[config.mk]
export PLATFORM = sky130hd
export DESIGN_NAME = serial_tx_160_163
export DESIGN_NICKNAME = d
export VERILOG_FILES = /design/src/rtl/serial_tx_160_163.sv
export SDC_FILE = /design/constraint.sdc
export NUM_CORES = 1
export LEC_CHECK = 0
export CORE_MARGIN = 4
export CORE_UTILIZATION = 45
export DETAILED_ROUTE_END_ITERATION = 8
export DONT_BUFFER_PORTS = 1
export PLACE_DENSITY = 0.7
export SYNTH_ARGS = -nofsm -noshare
export SYNTH_HDL_FRONTEND = slang
export SYNTH_SLANG_ARGS = --single-unit
[constraint.sdc]
create_clock -name CLK -period 2.76 [get_ports CLK]
set_input_delay 0.552 -clock CLK [delete_from_list [all_inputs] [get_ports CLK]]
set_output_delay 0.552 -clock CLK [all_outputs]
set_load 0.01 [all_outputs]
[src/rtl/serial_tx_160_163.sv]
// Framed serial transmitter: start bit, LSB-first data, optional even parity, stop bit.
// Each serial bit is held on TX for BIT_CYCLES clocks; TX, BUSY and DONE are flop outputs.
module serial_tx_160_163 #(
  parameter int unsigned DATA_W     = 8,
  parameter int unsigned BIT_CYCLES = 4,
  parameter int unsigned PARITY_EN  = 1
) (
  input  logic              CLK,
  input  logic              RST,
  input  logic [DATA_W-1:0] DATA_IN,
  input  logic              LOAD,
  output logic              READY,
  output logic              TX,
  output logic              BUSY,
  output logic              DONE
);

  // Counter widths stay at least one bit so BIT_CYCLES=1 / DATA_W=1 still elaborate.
  localparam int unsigned CntW = (BIT_CYCLES > 1) ? $clog2(BIT_CYCLES) : 1;
  localparam int unsigned IdxW = (DATA_W > 1) ? $clog2(DATA_W) : 1;
  localparam logic [CntW-1:0] CntMax = CntW'(BIT_CYCLES - 1);
  localparam logic [IdxW-1:0] IdxMax = IdxW'(DATA_W - 1);
  localparam logic            HasParity = (PARITY_EN != 0);

  typedef enum logic [2:0] {
    StIdle,
    StStart,
    StData,
    StParity,
    StStop
  } state_e;

  state_e state_q, state_d;

  logic [CntW-1:0]   cnt_q, cnt_d;
  logic [IdxW-1:0]   idx_q, idx_d;
  logic [DATA_W-1:0] shreg_q, shreg_d;
  logic              par_q, par_d;
  logic              tx_q, tx_d;
  logic              busy_q, busy_d;
  logic              done_q, done_d;

  logic accept;
  logic bit_end;
  logic last_bit;

  assign accept   = LOAD && (state_q == StIdle);
  assign bit_end  = (cnt_q == CntMax);
  assign last_bit = (idx_q == IdxMax);

  // State register
  always_ff @(posedge CLK or negedge RST) begin
    if (!RST) begin
      state_q <= StIdle;
    end else begin
      state_q <= state_d;
    end
  end

  // Next-state logic
  always_comb begin
    state_d = state_q;
    case (state_q)
      StIdle: begin
        if (accept) state_d = StStart;
      end
      StStart: begin
        if (bit_end) state_d = StData;
      end
      StData: begin
        if (bit_end && last_bit) state_d = HasParity ? StParity : StStop;
      end
      StParity: begin
        if (bit_end) state_d = StStop;
      end
      StStop: begin
        if (bit_end) state_d = StIdle;
      end
      default: state_d = StIdle;
    endcase
  end

  // Datapath and registered-output next values
  always_comb begin
    cnt_d   = cnt_q;
    idx_d   = idx_q;
    shreg_d = shreg_q;
    par_d   = par_q;
    tx_d    = tx_q;
    busy_d  = busy_q;
    done_d  = 1'b0;

    if (state_q != StIdle) begin
      cnt_d = bit_end ? '0 : cnt_q + CntW'(1);
    end

    case (state_q)
      StIdle: begin
        if (accept) begin
          shreg_d = DATA_IN;
          par_d   = ^DATA_IN;
          tx_d    = 1'b0;
          busy_d  = 1'b1;
          cnt_d   = '0;
          idx_d   = '0;
        end
      end
      StStart: begin
        if (bit_end) begin
          tx_d  = shreg_q[0];
          idx_d = '0;
        end
      end
      StData: begin
        if (bit_end) begin
          if (last_bit) begin
            tx_d = HasParity ? par_q : 1'b1;
          end else begin
            shreg_d = shreg_q >> 1;
            tx_d    = shreg_d[0];
            idx_d   = idx_q + IdxW'(1);
          end
        end
      end
      StParity: begin
        if (bit_end) tx_d = 1'b1;
      end
      StStop: begin
        if (bit_end) begin
          tx_d   = 1'b1;
          busy_d = 1'b0;
          done_d = 1'b1;
        end
      end
      default: begin
        tx_d   = 1'b1;
        busy_d = 1'b0;
      end
    endcase
  end

  always_ff @(posedge CLK or negedge RST) begin
    if (!RST) begin
      cnt_q   <= '0;
      idx_q   <= '0;
      shreg_q <= '0;
      par_q   <= 1'b0;
      tx_q    <= 1'b1;
      busy_q  <= 1'b0;
      done_q  <= 1'b0;
    end else begin
      cnt_q   <= cnt_d;
      idx_q   <= idx_d;
      shreg_q <= shreg_d;
      par_q   <= par_d;
      tx_q    <= tx_d;
      busy_q  <= busy_d;
      done_q  <= done_d;
    end
  end

  assign READY = (state_q == StIdle);
  assign TX    = tx_q;
  assign BUSY  = busy_q;
  assign DONE  = done_q;

  // BUSY and READY are complementary views of "a frame is in flight".
  a_busy_vs_ready: assert property (@(posedge CLK) disable iff (!RST) BUSY != READY);
  a_done_in_idle:  assert property (@(posedge CLK) disable iff (!RST) DONE |-> READY);
  a_idle_high:     assert property (@(posedge CLK) disable iff (!RST) !BUSY |-> TX);

endmodule

==> impl_metrics.yaml <==
sta:
  period_needed_ns: 1.95
  slew_viol_final: 0
  worst_pin_slew_ns: 0.850
  grt_setup_unrepaired: "false"
  slew_headroom_pct: 43.1
  skew_ns: 0.00944
  finalHoldViolCount: 0
  max_freq_mhz: 513
  setup_viol: 0
  hold_ws_ns: 0.0848
  fin_crit_sh_pct: 70.6
  setup_tns_ns: 0
run:
  maxCapViolations: 0
clocking:
  postCtsSetupBuffers: 0
  cts_root_buf: "clkbuf_4"
  cts_resized: 0
  clk-insertion-delay-late_ns: 0.30
  cts_buffers: 3
  cts_tree: "yes"
  path_clk_slew_ns: 0.11
  cts_sinks: 20
  h-tree-depth: 1
  clockBufferDepth: 2
place:
  placedCellCount: 131
  portBuffers: 0
  gp_congestion: 0.765
  dp_hpwl_um: 1410
die:
  die_width_um: 57.3
  die_y_um: 57.3
  die_area_um2: 3290
  coreArea_um2: 2250
  rows: 17
  start_util_pct: 48.6
  io_pins: 15
finish:
  synthToLayoutAreaGrowth_pct: 4.11
  fin_cells: 136
  fin_util_pct: 50.6
  fill_cells: 214
  layout_commonest_cell: "dfrtp_1"
  num_antenna_cells: 0
  layout_common_cells: "dfrtp_1, nand2_1, o21ai_0"
  drive_gt1_share_pct: 11.1
  final_nets: 123
power:
  power_density_nw_per_um2: 1040
  pwr-share-comb_pct: 38.8
  irDropWorstVdd_mv: 0.542
  leakage_nw: 0.533
  seqPwrFrac_pct: 47.1
  finalPower_mw: 1.18
  clkPwrFrac_pct: 14.1
  netSwitchingFraction_pct: 39.6
  p_sw_mw: 0.468
  internal_power_mw: 0.715
synthesis:
  post_synth_fa_ha_maj_area_fraction_pct: 3.43
  synth_top_family_by_area: "compound AO/OA/AOI/OAI gates"
  syn_area_um2: 1090
  synth_nets: 123
  avgSynthCellArea_um2: 10.0
  synth_edf_count: 0
  ys_seq_elements: 20
  synth-compound-area-share_pct: 15.5
  ys_seq_area_share_pct: 45.8
  yosys.area_share.simple_pct: 13.8
  muxShareOfSynthArea_pct: 10.6
  netlist_instances: 109
  synthFlopType: "dfrtp_1"
  async_reset_ff_share_pct: 100
  synth_xor_area_share_pct: 6.40
  yosysWarnings: 0
  synth_cell_types: 35
drt:
  vias: 731
  drc: 0
  viasPerCell: 5.38
  dr.pass1.iters: 4
  drt.antenna.violating_nets: 0
  drt_iter0_markers: 21
  wl_um: 1920
  wire_per_inst_um: 14.1
critical_path:
  critPathKind: "flop to primary output"
  start_kind: "flop"
  cp.required_ns: 2.21
  cp_top_family: "flip-flops"
  crit_fanout: 17
  path_cells: "nor3_2"
  arrival_ns: 1.40
  worstSetupEndpointType: "primary output"
  cp_slowest_cell: "dfrtp_1"
  slowest_delay_ns: 0.59
  cp_num_buf_inv: 0
hold_path:
  hold_path_class: "primary input to async pin"
global_routing:
  grt_pass1_wl_um: 3220
  grt-ovfl-total: 0
  grt_start_max_net_pins: 20
  antenna_found_initial: 0
  globalRouteTotalUtil_pct: 12.7
  grt_pass1_vias: 681
run_status:
  outcome: "complete, no violations"
==> worst register-to-register path, cell delays in order (launching register included) <==
cell	delay [ns]
dfrtp_1	0.42
ha_1	0.34
and3b_1	0.26
o21ai_2	0.44
o21ai_0	0.19
==> metrics by stage <==
stage               setup slack [ns]  area [um2]
detailed placement             0.988        1090
global placement                1.02        1090
floorplan                       1.11        1090
CTS                            0.790        1140
global route                   0.670        1140
finish                         0.811        1140
==> sequential cells by signal, summed over array words and instances, names as in the netlist <==
name     count
shreg_q      8
par_q        1
state_q      3
TX           1
idx_q        3
cnt_q        2
BUSY         1
DONE         1
==> cell usage after synthesis (2+ instances only) <==
| library cell | n | area (um2) |
|---|---|---|
| a21oi_1 | 3 | 15.0 |
| nand2_1 | 14 | 52.6 |
| nor2b_1 | 2 | 12.5 |
| ha_1 | 3 | 37.5 |
| xnor2_1 | 7 | 61.3 |
| nand3b_1 | 2 | 15.0 |
| nor2_1 | 6 | 22.5 |
| o21ai_0 | 13 | 65.1 |
| clkbuf_1 | 2 | 7.51 |
| dfrtp_1 | 19 | 475 |
| inv_1 | 3 | 11.3 |
| buf_2 | 2 | 10.0 |
| o31ai_1 | 3 | 22.5 |
| mux2i_1 | 9 | 90.1 |
==> cells by family after synthesis <==
| group | after synthesis |
|---|---|
| and+or+nand+nor | 31 |
| AOI/OAI and AO/OA | 27 |
| DFF | 20 |
| muxes | 11 |
| buffers and inverters | 9 |
| xor gates and xnor gates | 8 |
| adders and majority gates | 3 |
==> metal layers <==
metal,vias up,share of wire (%),wire length [um],global-route usage (%)
met5,-,0,0,0
li1,377,-,-,-
met4,0,0.37,7,2.98
met2,22,42,807,17.9
met1,330,48,926,18.1
met3,2,9.1,175,5.20
==> path summary, 6_finish.rpt <==
kind	from	to	slack, ns	depth (start not counted)
min in group CLK	LOAD	par_q$_DFFE_PN0P_	0.33	1
hold reg to reg	shreg_q[6]$_DFFE_PN0P_	shreg_q[6]$_DFFE_PN0P_	0.49	2
setup reg to reg	cnt_q[0]$_DFF_PN0_	shreg_q[4]$_DFFE_PN0P_	0.99	4
setup / recovery	state_q[2]$_DFFE_PN0P_	READY	0.81	1
max in group asynchronous	RST	shreg_q[5]$_DFFE_PN0P_	1.44	1
hold / removal	RST	TX$_DFFE_PN1P_	0.08	0
==> repair_timing <==
action,CTS,global route
endpoints found under the setup margin,0,0
hold endpoints to repair,19,0
hold buffers,1,0
==> layout make-up <==
| cell class | count | area (um2) | area share, % |
|---|---|---|---|
| repair buffers | 1 | 10.0 | 0.878 |
| inverters | 3 | 11.3 | 0.988 |
| clock buffers | 4 | 36.3 | 3.18 |
| flip-flops and latches | 20 | 502 | 44.0 |
| well taps | 28 | 35.0 | 3.07 |
| multi-input cells | 80 | 546 | 47.9 |
==> power by group through the flow <==
| stage | clock [mW] | combinational [mW] | sequential [mW] |
|---|---|---|---|
| after floorplan | 0 | 0.474 | 0.482 |
| after global placement | 0 | 0.447 | 0.559 |
| after detailed placement | 0 | 0.462 | 0.562 |
| after CTS | 0.175 | 0.468 | 0.556 |
| after global routing | 0.193 | 0.520 | 0.575 |
| final | 0.167 | 0.459 | 0.557 |
No activity file was read; power rests on OpenSTA's default activity.
